==> src/rtl/antirebote_multi.sv <==
// antirebote_multi: per-channel push-button debouncer with press/release/long-press event pulses.
// Latency: level change accepted T+1 edges after the first synchroniser capture; pulses one cycle later.
// Backpressure: none; free-running, every channel independent and updated every clock.
//
// Ports:
//   clk           system clock, rising edge
//   rst           asynchronous active-high reset
//   boton_in      raw button pins (async to clk), polarity set by ACTIVE_LOW
//   boton_out     debounced level, 1 = pressed
//   press_pulse   one-cycle pulse after boton_out rises
//   release_pulse one-cycle pulse after boton_out falls
//   long_pulse    one-cycle pulse once a press has lasted LONG_CYCLES
module antirebote_multi #(
  parameter int N_CH          = 4,
  parameter int COUNT_PRESS   = 50000,
  parameter int COUNT_RELEASE = 501,
  parameter int LONG_CYCLES   = 50000000,
  parameter bit ACTIVE_LOW    = 1'b1
) (
  input  logic            clk,
  input  logic            rst,
  input  logic [N_CH-1:0] boton_in,
  output logic [N_CH-1:0] boton_out,
  output logic [N_CH-1:0] press_pulse,
  output logic [N_CH-1:0] release_pulse,
  output logic [N_CH-1:0] long_pulse
);

  localparam int CMAX = (COUNT_PRESS > COUNT_RELEASE) ? COUNT_PRESS : COUNT_RELEASE;
  localparam int CW   = $clog2(CMAX + 1);
  localparam int HW   = $clog2(LONG_CYCLES + 1);

  localparam logic [CW-1:0] PRESS_LAST = CW'(COUNT_PRESS - 1);
  localparam logic [CW-1:0] REL_LAST   = CW'(COUNT_RELEASE - 1);
  localparam logic [HW-1:0] HOLD_MAX   = HW'(LONG_CYCLES);
  localparam logic [HW-1:0] HOLD_ARM   = HW'(LONG_CYCLES - 1);

  for (genvar i = 0; i < N_CH; i++) begin : g_ch
    logic          s1_q, s1_d, s2_q, s2_d;
    logic          out_q, out_d;
    logic          pp_q, pp_d, rp_q, rp_d, lp_q, lp_d;
    logic [CW-1:0] cnt_q, cnt_d;
    logic [HW-1:0] hold_q, hold_d;
    logic          act;
    logic          accept;
    logic [CW-1:0] last;

    always_comb begin
      s1_d   = boton_in[i];
      s2_d   = s1_q;
      act    = s2_q ^ ACTIVE_LOW;
      // Threshold depends on which transition is being qualified.
      last   = out_q ? REL_LAST : PRESS_LAST;
      accept = 1'b0;
      out_d  = out_q;
      cnt_d  = '0;
      pp_d   = 1'b0;
      rp_d   = 1'b0;
      // Any matching sample leaves cnt_d at 0, restarting qualification.
      if (act != out_q) begin
        if (cnt_q == last) begin
          accept = 1'b1;
          out_d  = act;
          pp_d   = act;
          rp_d   = ~act;
        end else begin
          cnt_d = cnt_q + CW'(1);
        end
      end

      // Hold counter runs only while pressed; an accepted release on this
      // edge clears it and suppresses a coincident long-press pulse.
      hold_d = '0;
      lp_d   = 1'b0;
      if (out_q && !accept) begin
        hold_d = (hold_q != HOLD_MAX) ? hold_q + HW'(1) : hold_q;
        lp_d   = (hold_q == HOLD_ARM);
      end
    end

    always_ff @(posedge clk or posedge rst) begin
      if (rst) begin
        s1_q   <= ACTIVE_LOW;
        s2_q   <= ACTIVE_LOW;
        out_q  <= 1'b0;
        cnt_q  <= '0;
        hold_q <= '0;
        pp_q   <= 1'b0;
        rp_q   <= 1'b0;
        lp_q   <= 1'b0;
      end else begin
        s1_q   <= s1_d;
        s2_q   <= s2_d;
        out_q  <= out_d;
        cnt_q  <= cnt_d;
        hold_q <= hold_d;
        pp_q   <= pp_d;
        rp_q   <= rp_d;
        lp_q   <= lp_d;
      end
    end

    assign boton_out[i]     = out_q;
    assign press_pulse[i]   = pp_q;
    assign release_pulse[i] = rp_q;
    assign long_pulse[i]    = lp_q;
  end

endmodule

==> config.mk <==
export PLATFORM = sky130hd
export DESIGN_NAME = antirebote_multi
export DESIGN_NICKNAME = d
export VERILOG_FILES = /design/src/rtl/antirebote_multi.sv
export SDC_FILE = /design/constraint.sdc
export NUM_CORES = 1
export LEC_CHECK = 0
export CAP_MARGIN = 20
export CORE_MARGIN = 1
export CORE_UTILIZATION = 40
export CTS_BUF_LIST = sky130_fd_sc_hd__clkbuf_4 sky130_fd_sc_hd__clkbuf_8
export DETAILED_ROUTE_END_ITERATION = 10
export PLACE_DENSITY_LB_ADDON = 0.15
export SETUP_SLACK_MARGIN = 0.05
export SYNTH_ARGS = -nofsm -noshare
export SYNTH_HDL_FRONTEND = slang
export SYNTH_SLANG_ARGS = --single-unit
==> constraint.sdc <==
create_clock -name clk -period 9.8 [get_ports clk]
set_input_delay 1.47 -clock clk [delete_from_list [all_inputs] [get_ports clk]]
set_output_delay 1.47 -clock clk [all_outputs]
set_load 0.05 [all_outputs]
==> impl_results.rst <==
.. list-table::
   :header-rows: 1

   * - Metric
     - Value
   * - Result of the run
     - complete, no violations
   * - Overall die width
     - 156.4 microns
   * - DRC Markers
     - 0
   * - Die extent in y
     - 156.4 microns
   * - Routed length per instance
     - 13.25 microns
   * - Clock share of power
     - 37.2%
   * - Crit Path Class
     - flip-flop to primary output
   * - Kind of cell adding the most delay to the critical path
     - buffers and inverters
   * - Worst ir drop on vdd
     - 0.05734 mV
   * - Launching element of the worst setup path
     - g_ch[2].out_q$_DFFE_PP0P_
   * - Tightest Hold Check Type
     - flip-flop to flip-flop
   * - Critical Path Source Type
     - flip-flop
   * - Synth top area share
     - 48.28%
   * - Number of vias per cell
     - 4.981
   * - Arrival time at the worst endpoint
     - 1.90 ns
   * - Share of synthesized area occupied by flip-flops and latches
     - 50.49%
   * - Initial cell density of the core
     - 40.75%
   * - Share of cells above drive strength 1
     - 6.211%
   * - Yosys warnings
     - 0
   * - Final hold viol count
     - 0
   * - Count of flip-flops with a built-in enable after synthesis
     - 0
   * - First-pass GRT wire length
     - 30330 microns
   * - Post-CTS repair timing setup buffer count
     - 0
   * - Post-synthesis async set-or-reset flop share
     - 100.0%
   * - Worst slew pin tran
     - 0.9983 ns
   * - Max Fclk
     - 0.2969 GHz
   * - Area of the die
     - 24460 sq um
   * - Cell-by-cell trace of the critical path
     - clkdlybuf4s50_1
   * - Relative contribution of combinational cells to total power
     - 2.3%
   * - Number of max-slew violations in the final report
     - 0
   * - Final setup viols
     - 0
   * - Sw Ratio
     - 23.41%
   * - Count of placed standard cells including taps
     - 1252
   * - Worst Setup End Kind
     - primary output
   * - Post-Layout Cell Count
     - 1285
   * - Area Growth Syn to Fin
     - 7.387%
   * - Power density over cell area
     - 130.0 nW/um^2
   * - Max-cap check violation count
     - 0
   * - Worst slew margin relative to its limit
     - 32.83%
   * - Synth area leaders
     - dfrtp_1 48%, xor2_1 9.3%, nor2_1 7.6%
   * - Clock transition at the register clock pins on the worst setup and hold paths after CTS
     - 0.10 ns
   * - Detailed-placement wirelength estimate
     - 10910 microns
   * - Maximum buffer depth of the clock tree
     - 2
   * - Number of gates given a new drive strength after cts
     - 0
   * - Number of instances in the synthesized netlist
     - 956
   * - # H-tree levels
     - 4
   * - CTS tree
     - built
   * - Worst Path Max Fanout
     - 10
   * - TritonRoute pass-1 iters
     - 4
   * - Fin crit period
     - 3.368 ns
   * - Total chip power
     - 0.001331 W
   * - PortBufs
     - 21
   * - Required @ worst endpoint
     - 8.33 ns
   * - Antenna violations before repair
     - 0
   * - Part of the power in registers
     - 60.5%
   * - Flip-flop cell with the highest count after synthesis
     - dfrtp_1
   * - Worst Skew
     - 0.01358 ns
   * - Routability congestion estimate
     - 0.7580
   * - Worst hold start
     - g_ch[0].s1_q$_DFF_PP1_
   * - Grt ovf
     - 0
   * - Sw Pwr
     - 0.0003117 W
   * - Post-detailed-routing wire length
     - 17020 microns
   * - Synthesized flop and latch total
     - 192
   * - Placement row count
     - 56
   * - Cell leakage power
     - 4.047 nW
   * - Number of global-route vias before repair
     - 6408
   * - Top cell type by total area after synthesis
     - dfrtp_1
   * - Post-Syn Area per Cell
     - 9.976 sq um
   * - Launching point of the worst reg2reg path
     - g_ch[1].out_q$_DFFE_PP0P_
   * - Root Driver
     - clkbuf_8
   * - Syn nets
     - 974
   * - Cell with the largest stage delay on the worst path
     - clkdlybuf4s50_1
   * - Post-layout nets
     - 971
   * - Count of distinct cell types in the synthesized netlist
     - 52
   * - Core footprint
     - 23400 sq um
   * - Largest net degree at the start of global routing
     - 122
   * - Vias post-DR
     - 6400
   * - Number of hold-repair buffers added at the cts stage
     - 0
   * - P_int
     - 0.001020 W
   * - Total clock buffers created by CTS
     - 17
   * - Initial DRC Count
     - 226
   * - Ports placed on the boundary
     - 22
   * - Final period util
     - 34.37%
   * - Worst-Skew Late Latency
     - 0.46 ns
   * - Number of routed nets with antenna violations
     - 0
   * - RSZ-0062 raised after global routing
     - no
   * - Post-route core utilization
     - 43.76%
   * - Buffers & Inverters on Critical Path
     - 1
   * - Post-synthesis instance area
     - 9537 sq um
   * - Total negative slack for setup checks
     - 0 ns
   * - Global-route total usage across every layer
     - 15.23%
   * - Clk sinks
     - 192
   * - Crit-path max cell delay
     - 0.87 ns
   * - N_diodes
     - 0
==> cell usage in the layout, fill, tap and decap left out, types with 7 or more instances in the layout <==
cell type / instances
and3_1: 28
and4_1: 17
clkbuf_8: 19
clkdlybuf4s50_1: 21
dfrtp_1: 184
dfstp_2: 8
ha_1: 12
inv_1: 21
nand2_1: 54
nand3_1: 64
nand4_1: 53
nand4b_1: 7
nor2_1: 194
nor3_1: 18
nor4_1: 20
nor4b_1: 11
xnor2_1: 55
xor2_1: 101
==> cell families after synthesis <==
family | synth area share (%)
xor gates and xnor gates | 14.33
muxes | 0.5379
DFF | 50.49
adders and majority gates | 1.574
AOI/OAI and AO/OA | 1.981
and+or+nand+nor | 26.83
buffers and inverters | 4.264
==> flip-flops by register name, indices dropped and copies added (netlist names) <==
name,count
g_ch.lp_q,4
g_ch.pp_q,4
g_ch.hold_q,104
g_ch.cnt_q,64
g_ch.s2_q,4
g_ch.s1_q,4
g_ch.rp_q,4
g_ch.out_q,4
==> power groups by stage <==
stage	Clock (W)	Combinational, W	Sequential, W
after floorplan	0	0.0000232	0.000819
after global placement	0	0.0000324	0.000821
after detailed placement	0	0.0000325	0.000821
after CTS	0.000522	0.0000325	0.000806
after global routing	0.000551	0.0000359	0.000807
final	0.000496	0.0000301	0.000805
==> cell usage after synthesis, types with 3 or more instances <==
master / instances
or4_1: 5
xnor2_1: 55
nor3_1: 18
buf_4: 21
a21oi_1: 5
nor4_1: 20
o21ai_0: 3
nor4b_1: 11
nand2b_1: 3
nor2_1: 194
buf_6: 8
nand4b_1: 7
xor2_1: 101
and2_1: 5
dfrtp_1: 184
inv_1: 22
clkbuf_1: 15
and4_1: 17
and3_1: 28
buf_2: 3
nand2_1: 54
ha_1: 12
nand3_1: 64
dfstp_2: 8
mux2i_1: 4
nand4_1: 53
==> routing by layer <==
layer  up-vias  share of wire, %  global-route usage [%]
met5         -                 0                       0
met4         0               1.1                   4.622
met3        10               2.2                   3.157
met2        54                45                   24.21
met1      3089                51                   20.87
li1       3247                 -                       -
==> metrics by stage <==
step	instance area (sq um)	setup slack, ns	hold slack [ns]
2_1_floorplan	9537	3.116	0.3452
3_3_place_gp	9859	6.171	0.3463
3_5_place_dp	9859	6.163	0.3494
4_1_cts	10240	6.368	0.3617
5_1_grt	10240	6.305	0.3643
6_report	10240	6.432	0.3602
==> cell type report <==
class / count / area [sq um]
Timing Repair Buffer: 26 / 245.2
Tap cell: 319 / 399.1
Clock inverter: 13 / 115.1
Clock buffer: 19 / 261.5
Sequential cell: 192 / 4815
Fill cell: 2285 / 13160
Inverter: 22 / 90.09
Multi-Input combinational cell: 694 / 4315
==> final timing paths <==
path / endpoint / slack, ns / cells after the start
worst max-delay path: boton_out[2] / 6.43 / 1
worst min-delay path: g_ch[0].s2_q$_DFF_PP1_ / 0.36 / 0
worst max register to register: g_ch[1].lp_q$_DFF_PP0_ / 7.02 / 5
min in group asynchronous: g_ch[2].out_q$_DFFE_PP0P_ / 1.53 / 2
max in group asynchronous: g_ch[3].hold_q[15]$_DFFE_PP0P_ / 6.77 / 3
worst min register to register: g_ch[0].s2_q$_DFF_PP1_ / 0.36 / 0
Power figures use the tool's default switching activity.
